**src/rtl/team_12_wbm_pkg.sv**
```systemverilog
// Shared types and constants for the team_12 Wishbone B4 classic initiator.
// Optional feature macro: TEAM_12_WBM_TIMEOUT_EN (ACK timeout counter).
package team_12_wbm_pkg;

  localparam int unsigned WB_ADR_W            = 32;
  localparam int unsigned WB_DAT_W            = 32;
  localparam int unsigned WB_SEL_W            = 4;
  localparam int unsigned WBM_TIMEOUT_DEFAULT = 255;

  typedef enum logic {
    IDLE = 1'b0,
    BUS  = 1'b1
  } wbm_state_t;

  // Payload held on the bus for the duration of one cycle
  typedef struct packed {
    logic [WB_ADR_W-1:0] adr;
    logic [WB_DAT_W-1:0] dat;
    logic [WB_SEL_W-1:0] sel;
    logic                we;
  } wb_cmd_t;

endpackage

```
**src/rtl/team_12_wb_master_if.sv**
```systemverilog
// Wishbone B4 classic bus between the team_12 initiator and the arbitrator.
// Optional feature macro: TEAM_12_WBM_TIMEOUT_EN (no effect on this file).
interface team_12_wb_master_if;
  import team_12_wbm_pkg::*;

  logic [WB_ADR_W-1:0] ADR_O;
  logic [WB_DAT_W-1:0] DAT_O;
  logic [WB_SEL_W-1:0] SEL_O;
  logic                WE_O;
  logic                STB_O;
  logic                CYC_O;
  logic [WB_DAT_W-1:0] DAT_I;
  logic                ACK_I;

  modport master (
    output ADR_O, DAT_O, SEL_O, WE_O, STB_O, CYC_O,
    input  DAT_I, ACK_I
  );

  modport slave (
    input  ADR_O, DAT_O, SEL_O, WE_O, STB_O, CYC_O,
    output DAT_I, ACK_I
  );

endinterface

```
**src/rtl/team_12_wbm_timeout.sv**
```systemverilog
// ACK wait counter: cleared outside a bus cycle, counts cycles without ACK.
// Only instantiated when TEAM_12_WBM_TIMEOUT_EN is defined.
module team_12_wbm_timeout
  import team_12_wbm_pkg::*;
#(
  parameter int unsigned TIMEOUT_CYCLES = WBM_TIMEOUT_DEFAULT
) (
  input  logic clk_i,
  input  logic rst_i,
  input  logic clr,
  input  logic en,
  output logic expired_c
);

  localparam int unsigned TO_W = $clog2(TIMEOUT_CYCLES + 1);

  logic [TO_W-1:0] cnt_q;

  // Wait counter; holds at the limit so it can never wrap
  always_ff @(posedge clk_i or posedge rst_i) begin
    if (rst_i) begin
      cnt_q <= '0;
    end else if (clr) begin
      cnt_q <= '0;
    end else if (en && !expired_c) begin
      cnt_q <= cnt_q + TO_W'(1);
    end
  end

  assign expired_c = (cnt_q == TO_W'(TIMEOUT_CYCLES - 1));

endmodule

```
**src/rtl/team_12_wb_master.sv**
```systemverilog
// Single-outstanding Wishbone B4 classic initiator with valid/ready request
// port and one-cycle response pulse.
// Optional feature macro: TEAM_12_WBM_TIMEOUT_EN (abort after TIMEOUT_CYCLES
// without ACK_I); when undefined the bus cycle waits for ACK_I forever.
module team_12_wb_master
  import team_12_wbm_pkg::*;
#(
  parameter int unsigned TIMEOUT_CYCLES = WBM_TIMEOUT_DEFAULT
) (
  input  logic                clk_i,
  input  logic                rst_i,
  input  logic                req_valid,
  output logic                req_ready,
  input  logic                req_we,
  input  logic [WB_ADR_W-1:0] req_adr,
  input  logic [WB_DAT_W-1:0] req_dat,
  input  logic [WB_SEL_W-1:0] req_sel,
  output logic                resp_valid,
  output logic [WB_DAT_W-1:0] resp_dat,
  output logic                resp_err,
  team_12_wb_master_if.master bus
);

  if (TIMEOUT_CYCLES < 1 || TIMEOUT_CYCLES > 65535) begin : g_bad_timeout
    $error("team_12_wb_master: TIMEOUT_CYCLES must be in 1..65535");
  end

  wbm_state_t          state_q, state_d;
  wb_cmd_t             cmd_q, cmd_d;
  logic                cyc_q, cyc_d;
  logic                resp_valid_d;
  logic                resp_err_d;
  logic [WB_DAT_W-1:0] resp_dat_d;
  logic                expired_c;

`ifdef TEAM_12_WBM_TIMEOUT_EN
  team_12_wbm_timeout #(
    .TIMEOUT_CYCLES (TIMEOUT_CYCLES)
  ) u_timeout (
    .clk_i     (clk_i),
    .rst_i     (rst_i),
    .clr       (state_q == IDLE),
    .en        ((state_q == BUS) && !bus.ACK_I),
    .expired_c (expired_c)
  );
`else
  assign expired_c = 1'b0;
`endif

  // State, bus payload and response registers
  always_ff @(posedge clk_i or posedge rst_i) begin
    if (rst_i) begin
      state_q    <= IDLE;
      cmd_q      <= '0;
      cyc_q      <= 1'b0;
      resp_valid <= 1'b0;
      resp_err   <= 1'b0;
      resp_dat   <= '0;
    end else begin
      state_q    <= state_d;
      cmd_q      <= cmd_d;
      cyc_q      <= cyc_d;
      resp_valid <= resp_valid_d;
      resp_err   <= resp_err_d;
      resp_dat   <= resp_dat_d;
    end
  end

  // Next-state and next-output decode
  always_comb begin
    state_d      = state_q;
    cmd_d        = cmd_q;
    cyc_d        = cyc_q;
    resp_valid_d = 1'b0;
    resp_err_d   = 1'b0;
    resp_dat_d   = '0;
    unique case (state_q)
      IDLE: begin
        if (req_valid) begin
          if (req_sel == '0) begin
            // No byte lanes: reject without touching the bus
            resp_valid_d = 1'b1;
            resp_err_d   = 1'b1;
          end else begin
            state_d   = BUS;
            cyc_d     = 1'b1;
            cmd_d.adr = {req_adr[WB_ADR_W-1:2], 2'b00};
            cmd_d.dat = req_we ? req_dat : '0;
            cmd_d.sel = req_sel;
            cmd_d.we  = req_we;
          end
        end
      end
      BUS: begin
        // ACK takes priority over an expiring timeout
        if (bus.ACK_I) begin
          state_d      = IDLE;
          cyc_d        = 1'b0;
          cmd_d.we     = 1'b0;
          resp_valid_d = 1'b1;
          resp_dat_d   = cmd_q.we ? '0 : bus.DAT_I;
        end else if (expired_c) begin
          state_d      = IDLE;
          cyc_d        = 1'b0;
          cmd_d.we     = 1'b0;
          resp_valid_d = 1'b1;
          resp_err_d   = 1'b1;
        end
      end
      default: state_d = IDLE;
    endcase
  end

  assign req_ready = (state_q == IDLE);
  assign bus.ADR_O = cmd_q.adr;
  assign bus.DAT_O = cmd_q.dat;
  assign bus.SEL_O = cmd_q.sel;
  assign bus.WE_O  = cmd_q.we;
  assign bus.STB_O = cyc_q;
  assign bus.CYC_O = cyc_q;

endmodule
```
**src/flat_wrapper.sv**
```systemverilog
// flat-port wrapper written by rule: the top's interface ports become plain ports
module team_12_wb_master_flat import team_12_wbm_pkg::*;
#(
  parameter int unsigned TIMEOUT_CYCLES = WBM_TIMEOUT_DEFAULT
)
  (clk_i, rst_i, req_valid, req_ready, req_we, req_adr, req_dat, req_sel, resp_valid, resp_dat, resp_err, bus_ADR_O, bus_DAT_O, bus_SEL_O, bus_WE_O, bus_STB_O, bus_CYC_O, bus_DAT_I, bus_ACK_I);
  team_12_wb_master_if bus_i ();
  input  logic clk_i;
  input  logic rst_i;
  input  logic req_valid;
  output logic req_ready;
  input  logic req_we;
  input  logic [WB_ADR_W-1:0] req_adr;
  input  logic [WB_DAT_W-1:0] req_dat;
  input  logic [WB_SEL_W-1:0] req_sel;
  output logic resp_valid;
  output logic [WB_DAT_W-1:0] resp_dat;
  output logic resp_err;
  output wire logic [$bits(bus_i.ADR_O)-1:0] bus_ADR_O;
  output wire logic [$bits(bus_i.DAT_O)-1:0] bus_DAT_O;
  output wire logic [$bits(bus_i.SEL_O)-1:0] bus_SEL_O;
  output wire logic [$bits(bus_i.WE_O)-1:0] bus_WE_O;
  output wire logic [$bits(bus_i.STB_O)-1:0] bus_STB_O;
  output wire logic [$bits(bus_i.CYC_O)-1:0] bus_CYC_O;
  input wire logic [$bits(bus_i.DAT_I)-1:0] bus_DAT_I;
  input wire logic [$bits(bus_i.ACK_I)-1:0] bus_ACK_I;
  assign bus_ADR_O = bus_i.ADR_O;
  assign bus_DAT_O = bus_i.DAT_O;
  assign bus_SEL_O = bus_i.SEL_O;
  assign bus_WE_O = bus_i.WE_O;
  assign bus_STB_O = bus_i.STB_O;
  assign bus_CYC_O = bus_i.CYC_O;
  assign bus_i.DAT_I = bus_DAT_I;
  assign bus_i.ACK_I = bus_ACK_I;
  team_12_wb_master #(.TIMEOUT_CYCLES(TIMEOUT_CYCLES)) u_core (.clk_i(clk_i), .rst_i(rst_i), .req_valid(req_valid), .req_ready(req_ready), .req_we(req_we), .req_adr(req_adr), .req_dat(req_dat), .req_sel(req_sel), .resp_valid(resp_valid), .resp_dat(resp_dat), .resp_err(resp_err), .bus(bus_i));
endmodule
```
**config.mk**
```make
export PLATFORM = sky130hd
export DESIGN_NAME = team_12_wb_master_flat
export DESIGN_NICKNAME = d
export VERILOG_FILES = /design/src/rtl/team_12_wbm_pkg.sv /design/src/rtl/team_12_wb_master_if.sv /design/src/rtl/team_12_wbm_timeout.sv /design/src/rtl/team_12_wb_master.sv /design/src/flat_wrapper.sv
export SDC_FILE = /design/constraint.sdc
export NUM_CORES = 1
export LEC_CHECK = 0
export CORE_ASPECT_RATIO = 0.75
export CORE_UTILIZATION = 28
export DETAILED_ROUTE_END_ITERATION = 16
export GPL_ROUTABILITY_DRIVEN = 0
export PLACE_DENSITY = 0.56
export SYNTH_ARGS = -nofsm -noshare
export SYNTH_HDL_FRONTEND = slang
export SYNTH_HIERARCHICAL = 1
export SYNTH_SLANG_ARGS = --single-unit
```
**constraint.sdc**
```tcl
create_clock -name clk_i -period 7.5 [get_ports clk_i]
set_input_delay 0.75 -clock clk_i [delete_from_list [all_inputs] [get_ports clk_i]]
set_output_delay 0.75 -clock clk_i [all_outputs]
set_load 0.02 [all_outputs]
```
======== After elaboration in Yosys (flattened, before gate mapping) ========
Cells that the tools add are included.
word-level totals
  bits in registers ....................... 103
  bits in latches ......................... 0
  RAM bits ................................ 0
  bits in read-only memories .............. 0
  input bits .............................. 105
  logic and storage cells ................. 37
  memories kept ........................... 0
cells by class
  add/subtract/negate cells ............... 0
  multiply operators ...................... 0
  div/mod/pow operators ................... 0
  magnitude comparators ................... 0
  equality and inequality tests ........... 3
  shift-type cells ........................ 0
  muxes and demuxes ....................... 20
  bitwise gates (word level) .............. 2
  reduce and logical (&&, ||, !) cells .... 3
operators by type and width
  cell                number
  $mux 32             4
  $mux 1              11
  $pmux 1 s2          5
  $ne 2x2->1 const B  3
  $reduce_and 3->1    2
  $logic_not 4->1     1
  $not 1->1           2

======== Longest topological paths before layout ========
Gate-level depths: netlist of run 1.
  word-level depth ........................ 4
  gate-level depth with buffers ........... 5
  depth with buffers taken out ............ 3

======== Worst setup path before layout of run 1 ========
Ideal clock, no wire load.
  kind .................................... in2reg
  start point ............................. in req_sel[2]
  end point ............................... reg u_core.cmd_q (netlist bit u_core/bus.SEL_O[1])
  arrival ................................. 1.798 ns
  setup slack ............................. 5.577 ns
  stages on the path ...................... 4
  buffers on the path ..................... 1
  cell sequence ........................... or4_4 -> nand2_4 -> buf_12 -> mux2_4
between the ends
  cells in the longest elaborated chain, start to end .. 3
RTL lines
  item                               RTL line                 RTL
  from (decl)                        flat_wrapper.sv:15       input logic [WB_SEL_W-1:0] req_sel;
  $logic_not 4->1                    team_12_wb_master.sv:80  if (req_sel == '0) begin
  $not 1->1 (no source line)         n/a
  $reduce_and 3->1 (no source line)  n/a
  to (signal assigned)               team_12_wb_master.sv:61  cmd_q <= cmd_d;
  to (decl)                          team_12_wb_master.sv:29  wb_cmd_t cmd_q, cmd_d;
No other way between the ends.
A chain may end at the register's enable or synchronous reset.

======== Worst setup path after layout of run 1 ========
  start point ............................. in req_valid
  end point ............................... reg u_core.cmd_q (netlist bit u_core/bus.ADR_O[30])
between the ends
  cells in the longest elaborated chain, start to end .. 1
RTL lines
  item                               RTL line            RTL
  from (decl)                        flat_wrapper.sv:10  input logic req_valid;
  $reduce_and 3->1 (no source line)  n/a
No other way between the ends.

==> results.sh, run 1 <==
export IMPL_post_cts_resized=0
export IMPL_clk_path_buf_depth=2
export IMPL_drv_cap=0
export IMPL_period_share_pct=38.0
export IMPL_cpPeakStageDelay_ns=0.66
export IMPL_port_buffers=206
export IMPL_worst_slew_pin_slew_ns=1.29
export IMPL_yosys_area_top_type="dfrtp_1"
export IMPL_diodes=0
export IMPL_cts_made_buffers=9
export IMPL_wl_per_cell_um=15.0
export IMPL_drtAntennaViolNets=0
export IMPL_ys_warn_count=6
export IMPL_worstSetupStartpointType="input pin"
export IMPL_dp_hpwl_mm=7.36
export IMPL_r2r_start="u_core/state_q"
export IMPL_synthTopCellsByArea="dfrtp_1, mux2_4, o21ai_0, and2_1, o21ai_2"
export IMPL_avgSynthCellArea_um2=13.3
export IMPL_clk_pin_slew_ns=0.07
export IMPL_grt_usage_pct=14.4
export IMPL_min_period_ns=2.85
export IMPL_synth_most_common_cell="dfrtp_1"
export IMPL_areaGrowthSynthToFinish_pct=61.2
export IMPL_synth_edf_count=0
export IMPL_drc=0
export IMPL_cts_sinks=103
export IMPL_crit_buf_inv=2
export IMPL_drive_above_1_share_pct=14.9
export IMPL_h_tree_depth=3
export IMPL_cts_root_buf="clkbuf_16"
export IMPL_crit_path_cell_trace="clkdlybuf4s50_1 > nand2b_1 > nor2_4 > buf_4 > mux2_2"
export IMPL_critPathRequiredTime_ns=7.72
export IMPL_finalHoldViolations=0
export IMPL_grt_max_degree=59
export IMPL_ys_ff_latch=103
export IMPL_grt_antenna_before_repair=0
export IMPL_synth_distinct_cells=24
export IMPL_synthesis_area_um2=4070
export IMPL_die_w_um=141
export IMPL_core_rowCount=37
export IMPL_drtIter0Drc=107
export IMPL_hp_class="reg -> reg"
export IMPL_ys_async_sr_fraction_pct=100
export IMPL_arrival_ns=3.07
export IMPL_grt_setup_unrepaired="no"
export IMPL_grt_pass1_wl_mm=16.6
export IMPL_core_area_um2=13900
export IMPL_vdd_drop_max_mv=0.113
export IMPL_path_max_fanout=35
export IMPL_powerDensity_nw_per_um2=260
export IMPL_routed_via_density=4.22
export IMPL_cts_tree="done"
export IMPL_first_pass_iters=4
export IMPL_cts_hold_repair_buffers=0
export IMPL_ioPinCount=211
export IMPL_cp_slowest_cell="nand2b_1"
export IMPL_grt_pass1_vias=3072
export IMPL_synth_top_area_share_pct=63.3
export IMPL_finalPower_w=0.00171
export IMPL_status="complete, no violations"
export IMPL_fmax_ghz=0.351
export IMPL_die_area_um2=15000
export IMPL_crit_type="in -> reg"
export IMPL_synthTopCellsByCount="dfrtp_1, o21ai_0, nand2_1, and2_1, mux2_4"
export IMPL_max_slew_margin_pct=13.9
export IMPL_post_cts_buffers=0
export IMPL_final_max_slew_viol_count=0
export IMPL_finalClockSkew_ns=0.00899
export IMPL_fin_tns_setup_ns=0
export IMPL_start_util_pct=29.2
export IMPL_hp_start="u_core/bus.ADR_O[28]"
export IMPL_insertion_delay_ns=0.34
export IMPL_grt_overflow=0
export IMPL_startpoint="req_valid"
export IMPL_via_count=2977
export IMPL_synthCells=307
export IMPL_ys_seq_area_share_pct=63.3
export IMPL_routed_wl_mm=10.6
export IMPL_die_h_um=106
export IMPL_cpLargestDelayFamily="buffers and inverters"
export IMPL_setup_viol=0
export IMPL_nets=611
export IMPL_leakagePower_nw=2.83
export IMPL_worstSetupEndpointType="flip-flop"
export IMPL_synth_main_ff_cell="dfrtp_1"
registers in the layout, indices dropped and copies added, names as in the netlist:
name               flops
u_core/bus.SEL_O       4
u_core/bus.CYC_O       1
u_core/resp_err        1
u_core/resp_valid      1
u_core/state_q         1
u_core/bus.WE_O        1
u_core/bus.DAT_O      32
u_core/bus.ADR_O      30
u_core/resp_dat       32
metal layers:
metal,vias to the layer above,wire length [µm],global-route usage (%)
li1,1415,-,-
met1,1434,4650,18.3
met2,118,4910,22.3
met3,10,945,5.77
met4,0,103,4.19
met5,-,0,0
logic make-up after synthesis:
| family | share of synthesized area (%) |
|---|---|
| compound gates | 10.4 |
| buf+inv | 4.37 |
| flops | 63.3 |
| mux | 11.7 |
| other cells | 0.0921 |
| simple gates | 10.1 |
power breakdown:
part	switching (W)	internal [W]
registers	0.0000440	0.000643
logic	0.000247	0.000285
clock network	0.000215	0.000274
total	0.000506	0.00120
final cells by class:
cell class | instances | area [µm²]
clock inverter | 6 | 76.3
sequential | 103 | 2580
multi-input combinational | 180 | 1320
tap | 195 | 244
inverter | 2 | 10.0
timing repair buffer | 210 | 2090
fill | 1280 | 7370
clock buffer | 10 | 239
metrics by stage:
step | area (µm²) | hold WS (ns) | std cells | util [%] | setup slack (ns)
5_1_grt | 6560 | 0.521 | 706 | 47.1 | 4.50
2_1_floorplan | 4070 | 0.543 | 308 | - | 4.05
4_1_cts | 6560 | 0.512 | 706 | 47.1 | 4.65
6_report | 6560 | 0.509 | 706 | 47.1 | 4.65
3_3_place_gp | 6250 | 0.488 | 690 | 44.8 | 4.30
3_5_place_dp | 6250 | 0.490 | 690 | 44.8 | 4.25
placed cells by master (no fill, tap or decap):
| cell type | count |
|---|---|
| inv_1 | 1 |
| nor2_4 | 1 |
| a22o_1 | 2 |
| inv_4 | 1 |
| clkbuf_16 | 9 |
| buf_4 | 4 |
| clkbuf_8 | 1 |
| nand3_1 | 1 |
| conb_1 | 2 |
| nor2_1 | 2 |
| inv_8 | 2 |
| nand2b_1 | 1 |
| clkdlybuf4s50_1 | 206 |
| nor4_4 | 1 |
| or4_4 | 1 |
| o21ai_1 | 2 |
| o21ai_0 | 46 |
| clkinvlp_4 | 2 |
| nor2b_1 | 1 |
| dfrtp_1 | 103 |
| inv_6 | 1 |
| mux2_4 | 31 |
| o21ai_2 | 19 |
| and2_1 | 32 |
| nand2_1 | 36 |
| nand2_4 | 1 |
| bufinv_16 | 1 |
| mux2_2 | 1 |
worst paths after layout:
check                                  endpoint  slack [ns]  depth (start not counted)
max                        u_core/bus.ADR_O[30]        4.65                          5
min                        u_core/bus.ADR_O[28]        0.51                          1
max reg2reg                u_core/bus.ADR_O[30]        5.04                          4
min reg2reg                u_core/bus.ADR_O[28]        0.51                          1
max in group asynchronous  u_core/bus.DAT_O[16]        5.46                          3
min in group asynchronous   u_core/bus.ADR_O[8]        0.82                          2
No activity file was read; power rests on OpenSTA's default activity.
==> inputs of run 2 (changes only) <==
Settings changed: PLACE_DENSITY 0.56 to 0.58.
Clock period 7.5 ns to 2.6 ns, I/O delays scaled along.
==> run 2 against run 1 <==
Compared with the run above:
- sequential cell count is the same
- global-route usage grew 0.47 points
- clock skew is essentially flat
- count of clock-buffer cells in the layout shrank 1
- power grew to 2.8 times the previous value
- clock power grew to 2.7 times the previous value
- sequential power grew to 2.9 times the previous value
- worst setup slack lost 3.8 ns
- die area is the same
- register-to-register slack lost 4.0 ns
- sequential share of layout area shrank 0.26 points
- utilization grew 0.31 points
- critical path type is now reg -> out
- largest cell class unchanged
- highest routed layer unchanged
==> results.sh, run 2 (synthesized netlist as in run 1, its figures left out) <==
export IMPL_layout_cells_most_common="clkdlybuf4s50_1"
export IMPL_fill_cells=1241
export IMPL_arrival_ns=1.47
export IMPL_routed_via_density=4.28
export IMPL_grt_usage_pct=14.8
export IMPL_netSwitchingFraction_pct=30.7
export IMPL_min_period_ns=1.73
export IMPL_die_h_um=106
export IMPL_insertion_delay_ns=0.34
export IMPL_clk_pin_slew_ns=0.08
export IMPL_setup_viol=0
export IMPL_power_switching_w=0.00149
export IMPL_ioPinCount=211
export IMPL_crit_reg2reg_capture="u_core/bus.ADR_O[25]"
export IMPL_period_share_pct=66.6
export IMPL_reg2regPathDepth=4
export IMPL_cts_sinks=103
export IMPL_grt_pass1_wl_mm=17.2
export IMPL_drv_cap=0
export IMPL_cts_root_buf="clkbuf_16"
export IMPL_port_buffers=206
export IMPL_reg2reg_setup_slack_ns=1.08
export IMPL_fin_tns_setup_ns=0
export IMPL_crit_type="reg -> out"
export IMPL_leakagePower_nw=2.86
export IMPL_grt_pass1_vias=3222
export IMPL_areaGrowthSynthToFinish_pct=62.3
export IMPL_r2r_start="u_core/state_q"
export IMPL_cts_tree="done"
export IMPL_p_seq_share_pct=41.1
export IMPL_max_slew_margin_pct=61.9
export IMPL_drtAntennaViolNets=0
export IMPL_wl_per_cell_um=14.9
export IMPL_finalPower_w=0.00485
export IMPL_finalClockSkew_ns=0.00933
export IMPL_cts_made_buffers=9
export IMPL_diodes=0
export IMPL_drive_above_1_share_pct=15.9
export IMPL_worstSetupEndpointType="primary output"
export IMPL_die_area_um2=15000
export IMPL_grt_antenna_before_repair=0
export IMPL_first_pass_iters=4
export IMPL_hp_class="in -> async"
export IMPL_drtIter0Drc=102
export IMPL_post_cts_resized=0
export IMPL_start_util_pct=29.2
export IMPL_clkPwrFrac_pct=27.1
export IMPL_via_count=3047
export IMPL_worst_slew_pin_slew_ns=0.570
export IMPL_finalHoldViolations=0
export IMPL_core_rowCount=37
export IMPL_status="complete, no violations"
export IMPL_grt_overflow=0
export IMPL_grt_setup_unrepaired="no"
export IMPL_routed_wl_mm=10.6
export IMPL_h_tree_depth=3
export IMPL_path_max_fanout=4
export IMPL_final_max_slew_viol_count=0
export IMPL_mostFrequentLayoutCells="clkdlybuf4s50_1, dfrtp_1, o21ai_0, nand2_1, and2_1"
export IMPL_drc=0
export IMPL_internal_power_w=0.00336
export IMPL_worstSetupStartpointType="flip-flop"
export IMPL_dp_slack_ns=0.527
export IMPL_cts_hold_repair_buffers=0
export IMPL_combinationalPowerShare_pct=31.8
export IMPL_grt_max_degree=42
export IMPL_critPathRequiredTime_ns=2.34
export IMPL_post_cts_buffers=0
export IMPL_fmax_ghz=0.578
export IMPL_vdd_drop_max_mv=0.369
export IMPL_clk_path_buf_depth=2
export IMPL_die_w_um=141
export IMPL_fin_ws_ns=0.870
export IMPL_powerDensity_nw_per_um2=734
export IMPL_dp_hpwl_mm=7.59
export IMPL_nets=617
export IMPL_core_area_um2=13900
==> run 2: changes by cell type in the layout (fill, tap and decap cells not counted) <==
cell | previous run | this run
clkinv_4 | 0 | 2
buf_4 | 4 | 8
buf_12 | 0 | 2
clkinv_2 | 0 | 1
inv_6 | 1 | 2
clkbuf_8 | 1 | 0
bufinv_16 | 1 | 0
clkinvlp_4 | 2 | 1
inv_4 | 1 | 0
==> run 2: worst max-delay path, cell delays in order (launching register included) <==
cell             delay [ns]
dfrtp_1                0.40
inv_1                  0.10
clkdlybuf4s50_1        0.63
==> run 2: worst max path at each step <==
stage / cells after the start / start / end
2_1_floorplan: 1 / rst_i / u_core/bus.ADR_O[10]
3_3_place_gp: 5 / req_sel[2] / u_core/bus.DAT_O[9]
3_5_place_dp: 5 / req_sel[2] / u_core/bus.DAT_O[17]
4_1_cts: 2 / u_core/state_q / req_ready
5_1_grt: 2 / u_core/state_q / req_ready
6_report: 2 / u_core/state_q / req_ready
==> run 2: metrics by stage <==
step	instances	cell area [µm²]	util (%)	hold WS, ns
final	712	6610	47.4	0.323
after global routing	712	6610	47.4	0.359
after CTS	712	6610	47.4	0.326
after detailed placement	696	6320	45.3	0.492
after global placement	696	6320	45.3	0.488
after floorplan	308	4080	-	0.342
==> run 2: power by group through the flow <==
stage               registers [W]  clock network (W)  logic [W]
global placement          0.00201                  0    0.00155
global route              0.00202            0.00145    0.00164
floorplan                 0.00233                  0   0.000470
detailed placement        0.00202                  0    0.00156
finish                    0.00199            0.00132    0.00154
CTS                       0.00200            0.00139    0.00156
==> run 2: final cells by class <==
| type | count | area [µm²] | area share [%] |
|---|---|---|---|
| Multi-Input combinational cell | 180 | 1320 | 20.0 |
| Clock buffer | 9 | 225 | 3.41 |
| Clock inverter | 7 | 62.6 | 0.947 |
| Tap cell | 195 | 244 | 3.69 |
| Timing Repair Buffer | 216 | 2160 | 32.7 |
| Sequential cell | 103 | 2580 | 39.0 |
| Inverter | 2 | 11.3 | 0.170 |
==> run 2: layer usage <==
layer | vias to the layer above | GRT usage, % | wire length [µm]
li1 | 1428 | - | -
met1 | 1485 | 19.4 | 4850
met2 | 122 | 23.0 | 4800
met3 | 12 | 4.95 | 789
met4 | 0 | 4.58 | 159
met5 | - | 0 | 0
